[config.mk]
export PLATFORM = sky130hd
export DESIGN_NAME = pes_serial_to_parallel
export DESIGN_NICKNAME = d
export VERILOG_FILES = /design/src/rtl/pes_s2p_pkg.sv /design/src/rtl/pes_serial_to_parallel.sv
export SDC_FILE = /design/constraint.sdc
export NUM_CORES = 1
export LEC_CHECK = 0
export CORE_ASPECT_RATIO = 0.7
export CORE_MARGIN = 5
export CORE_UTILIZATION = 40
export DETAILED_ROUTE_END_ITERATION = 8
export HOLD_SLACK_MARGIN = 0.15
export SLEW_MARGIN = 25
export SYNTH_ARGS = -nofsm -noshare
export SYNTH_HDL_FRONTEND = slang
export SYNTH_SLANG_ARGS = --single-unit
export TNS_END_PERCENT = 20
[constraint.sdc]
create_clock -name clk -period 3.8 [get_ports clk]
set_input_delay 0.95 -clock clk [delete_from_list [all_inputs] [get_ports clk]]
set_output_delay 0.95 -clock clk [all_outputs]
set_load 0.01 [all_outputs]
[src/rtl/pes_s2p_pkg.sv]
// Shared types for the serial-to-parallel collector: FSM state encoding and counter sizing.
package pes_s2p_pkg;

    typedef enum logic [1:0] {
        S_COLLECT,
        S_PARITY,
        S_STALL
    } s2p_state_t;

    function automatic int s2p_cnt_width(input int width);
        return (width > 2) ? $clog2(width) : 1;
    endfunction

endpackage

[src/rtl/pes_serial_to_parallel.sv]
// Serial bit stream to MSB-first WIDTH-bit words, valid/ready on both sides, two-word buffering.
// Optional trailing even-parity bit per word when PES_S2P_PARITY_EN is defined.
module pes_serial_to_parallel #(
    parameter int WIDTH = 8
) (
    input  logic             clk,
    input  logic             nrst,
    input  logic             sin,
    input  logic             sin_valid,
    output logic             sin_ready,
    output logic [WIDTH-1:0] out_data,
    output logic             out_valid,
    input  logic             out_ready,
    output logic             parity_err
);
    import pes_s2p_pkg::*;

    localparam int                CNT_W    = s2p_cnt_width(WIDTH);
    localparam logic [CNT_W-1:0]  CNT_LAST = CNT_W'(WIDTH - 1);

    s2p_state_t       state_q, state_d;
    logic [WIDTH-1:0] sr_q, sr_d;
    logic [WIDTH-1:0] out_data_q, out_data_d;
    logic [CNT_W-1:0] cnt_q, cnt_d;
    logic             out_valid_q, out_valid_d;
    logic             ready_q;
    logic             bit_acc;
    logic             out_free;
    logic             done;
    logic [WIDTH-1:0] done_word;
`ifdef PES_S2P_PARITY_EN
    logic             perr_q, perr_d;
    logic             hold_perr_q, hold_perr_d;
    logic             done_perr;
`endif

    always_comb begin
        state_d     = state_q;
        sr_d        = sr_q;
        cnt_d       = cnt_q;
        out_data_d  = out_data_q;
        out_valid_d = out_valid_q;
        done        = 1'b0;
        done_word   = sr_q;
`ifdef PES_S2P_PARITY_EN
        perr_d      = perr_q;
        hold_perr_d = hold_perr_q;
        done_perr   = 1'b0;
`endif
        bit_acc  = sin_valid && ready_q;
        out_free = !out_valid_q || out_ready;

        if (out_valid_q && out_ready) begin
            out_valid_d = 1'b0;
        end

        case (state_q)
            S_COLLECT: begin
                if (bit_acc) begin
                    sr_d = {sr_q[WIDTH-2:0], sin};
                    if (cnt_q == CNT_LAST) begin
                        cnt_d = '0;
`ifdef PES_S2P_PARITY_EN
                        state_d = S_PARITY;
`else
                        done      = 1'b1;
                        done_word = sr_d;
`endif
                    end else begin
                        cnt_d = cnt_q + 1'b1;
                    end
                end
            end
            S_PARITY: begin
`ifdef PES_S2P_PARITY_EN
                // Parity bit is checked but never shifted in; sr already holds the word.
                if (bit_acc) begin
                    done      = 1'b1;
                    done_word = sr_q;
                    done_perr = ^{sr_q, sin};
                end
`else
                state_d = S_COLLECT;
`endif
            end
            S_STALL: begin
                if (out_ready) begin
                    out_data_d  = sr_q;
                    out_valid_d = 1'b1;
                    state_d     = S_COLLECT;
`ifdef PES_S2P_PARITY_EN
                    perr_d = hold_perr_q;
`endif
                end
            end
            default: state_d = S_COLLECT;
        endcase

        if (done) begin
            if (out_free) begin
                out_data_d  = done_word;
                out_valid_d = 1'b1;
                state_d     = S_COLLECT;
`ifdef PES_S2P_PARITY_EN
                perr_d = done_perr;
`endif
            end else begin
                state_d = S_STALL;
`ifdef PES_S2P_PARITY_EN
                hold_perr_d = done_perr;
`endif
            end
        end
    end

    // sin_ready is registered from the next state so out_ready never reaches it combinationally.
    always_ff @(posedge clk) begin
        if (!nrst) begin
            state_q     <= S_COLLECT;
            sr_q        <= '0;
            cnt_q       <= '0;
            out_data_q  <= '0;
            out_valid_q <= 1'b0;
            ready_q     <= 1'b1;
        end else begin
            state_q     <= state_d;
            sr_q        <= sr_d;
            cnt_q       <= cnt_d;
            out_data_q  <= out_data_d;
            out_valid_q <= out_valid_d;
            ready_q     <= (state_d != S_STALL);
        end
    end

`ifdef PES_S2P_PARITY_EN
    always_ff @(posedge clk) begin
        if (!nrst) begin
            perr_q      <= 1'b0;
            hold_perr_q <= 1'b0;
        end else begin
            perr_q      <= perr_d;
            hold_perr_q <= hold_perr_d;
        end
    end
    assign parity_err = perr_q;
`else
    assign parity_err = 1'b0;
`endif

    assign sin_ready = ready_q;
    assign out_data  = out_data_q;
    assign out_valid = out_valid_q;

endmodule

==> results.md <==
* Period utilisation layout at 60.5%
* Hold path depth at 2
* Reg2Reg Launch Point: cnt_q[0]$_SDFFE_PN0P_
* LEAKAGE at 0.405 nW
* Post-synth design cell area at 1000 um^2
* Count of final hold-check violations at 0
* Area grow syn2layout at 18.4%
* Most frequent cells in the layout: 36 x nand2_1, 23 x dfxtp_1, 14 x clkdlybuf4s50_1
* Worst path required time at about 4000 ps
* CTS tree: yes
* Startpoint types: input port
* Power density cells at 320 nW/um^2
* CTS Buf Count at 3
* CTS sink count at 23
* Die ar. at 3630 um^2
* CP peak stage delay at 590 ps
* Post-Syn Area per Cell at 8.74 um^2
* Multi-input gate area at 498 um^2
* # setup viols final at 0
* Die H at approximately 52 um
* Cells after synthesis at 115
* Core Util, Final at approximately half
* Status: completed
* Maximum fanout along the worst path at 10
* Initial DRC Count at 35
* Worst vdd ir at 0.000177 V
* CP Capture Type: flip-flop
* Clk Latency, worst-skew pair at 310 ps
* Worst-Margin Slew at 659 ps
* Setup Total Neg Slack at 0 ps
* Reg2Reg Depth at 5
* 1st-pass router iterations at 4
* H-Tree Depth at 1
* # DRC at 0
* Synth warn at 0
* Crit path cell chain: clkdlybuf4s50_1 -> nand4bb_1 -> or3_1 -> a31oi_1
* Yosys cell types at 24
* First-pass GRT wire length at 3420 um
* Final Wtd Congestion at roughly 0.7
* Grt total ovfl at 0
* Post-synth EDFFs at 0
* Critical path type: input port to flip-flop
* Non-Filler Instances at 161
* Peak Freq at 435 MHz
* Pre-CTS setup slack at between 1000 and 1500 ps
* Layout cells sized above 1 at under 10%
* Clock transition at the registers of the reported paths at 130 ps
* Number of global-route vias before repair at 740
* Ant. Diodes at 0
* Critical Path Start: sin_valid
* Commonest non-fill, non-tap cell in the layout: nand2_1
* DPL Wire Length at 1470 um
* Fill cell count at 246
* Core Box Area at 2440 um^2
* Slew HR at 55.9%
* Main synth FF type: dfxtp_1
* Max-Cap Viols at 0
* Asr flop ratio synth at 0%
* Slew Viols, Final at 0
* Worst Min Path Start: cnt_q[1]$_SDFFE_PN0P_
* Cell Count Post-Placement at 157
* Worst path slowest cell: or3_1
* Via count at 857
* Synth Area in Compound Gates at a little over a fifth
* Largest family of logic cells by synthesized area: simple AND/OR/NAND/NOR gates
* Antenna violations before repair at 0
* CTS resizes at 0
* Area share of fa/ha/maj cells after synthesis at 3.74%
* Largest net degree at the start of global routing at 23
* Nets at ~140
* Placement Rows at 15
* Setup Buffers After CTS at 0
* Hold WC Path Type: flip-flop to flip-flop
* Post-synthesis sequential area ratio at 45.8%
* Synth Area in Simple Gates at around 22%
* DIE WIDTH at 69.9 um
* Worst Setup Slack, final at 1500 ps
* Post-CTS Hold Fix Bufs at 0
* Post-route minimum period at 2300 ps
* Initial Utilization at a little over 40%
* IO Count at 16
* Drt total wl at 2060 um
* Port Buffers at 14
* Clock root buffer: clkbuf_4
* Avg WL per Cell at 12.8 um
* Worst EP arrival at 2530 ps
* GRT Total Usage at 12.0%
* RSZ-0062 raised after global routing: no
* Worst Skew at 9.37 ps
* FF+latch area at 460 um^2
* Drt via density at 5.32
* Remaining antenna violation count at 0
* Post-synthesis mux area share at 1.12%
* #FFs+latches synth at 23
* Synth Area in XOR/XNOR at 0%
* Clock tree buffer depth at 2
## power by group
| group | switching [mW] | internal (mW) | total, mW |
|---|---|---|---|
| Sequential | 0.00208 | 0.243 | 0.246 |
| Clock | 0.0707 | 0.0409 | 0.112 |
| Combinational | 0.0125 | 0.0111 | 0.0236 |
| Total | 0.0853 | 0.296 | 0.381 |
## worst max-delay path: cells and delay by family
kind	cells	cell delay, ps
AND/OR/NAND/NOR	2	900
buffers and inverters	1	480
AO/OA/AOI/OAI	1	200
## synthesized netlist by cell type (all sizes together), types with 2 or more instances
cell type  number  area, um^2
or3             2        12.5
dfxtp          23         460
nand2          36         135
buf             6        31.3
a31oi           8        50.1
o41ai           8        70.1
a21boi         11        82.6
inv             2        7.51
ha              3        37.5
nand3b          2        15.0
clkbuf          3        11.3
## metal layers
metal,track usage [%],vias to the layer above,part of all wire [%]
li1,-,427,-
met1,14.6,416,51
met2,20.5,12,45
met3,4.05,2,3.4
met4,2.87,0,0.88
met5,0,-,0
## worst paths after layout
path	end	slack [ps]
worst max-delay path	out_data[0]$_SDFF_PN0_	1500
worst min-delay path	cnt_q[1]$_SDFFE_PN0P_	480
worst max register to register	out_data[0]$_SDFF_PN0_	2020
worst min register to register	cnt_q[1]$_SDFFE_PN0P_	480
## cell type report
type / count / area share (%)
repair buffers: 16 / 13.0
well taps: 34 / 3.58
multi-input cells: 82 / 41.9
flip-flops and latches: 23 / 38.7
inverters: 2 / 0.631
clock buffers: 4 / 2.21
## cells by family (layout without fill, tap and decap cells)
kind of cell,count (synthesis),in the layout
AOI/OAI and AO/OA,29,29
and+or+nand+nor,47,47
buffers and inverters,11,22
DFF,23,23
muxes,1,1
other,1,2
adders and majority gates,3,3
## sequential cells by signal, summed over array words and instances, names as in the netlist
| signal | flops |
|---|---|
| sr_q | 8 |
| out_data | 8 |
| cnt_q | 3 |
| state_q | 2 |
| sin_ready | 1 |
| out_valid | 1 |
## per-stage QoR
stage | total power, mW | hold WS [ps] | cell area (um^2)
5_1_grt | 0.398 | 499 | 1190
3_3_place_gp | 0.274 | 456 | 1160
3_5_place_dp | 0.275 | 464 | 1160
6_report | 0.381 | 478 | 1190
2_1_floorplan | 0.267 | 434 | 1010
4_1_cts | 0.384 | 481 | 1190
Power figures use the tool's default switching activity.
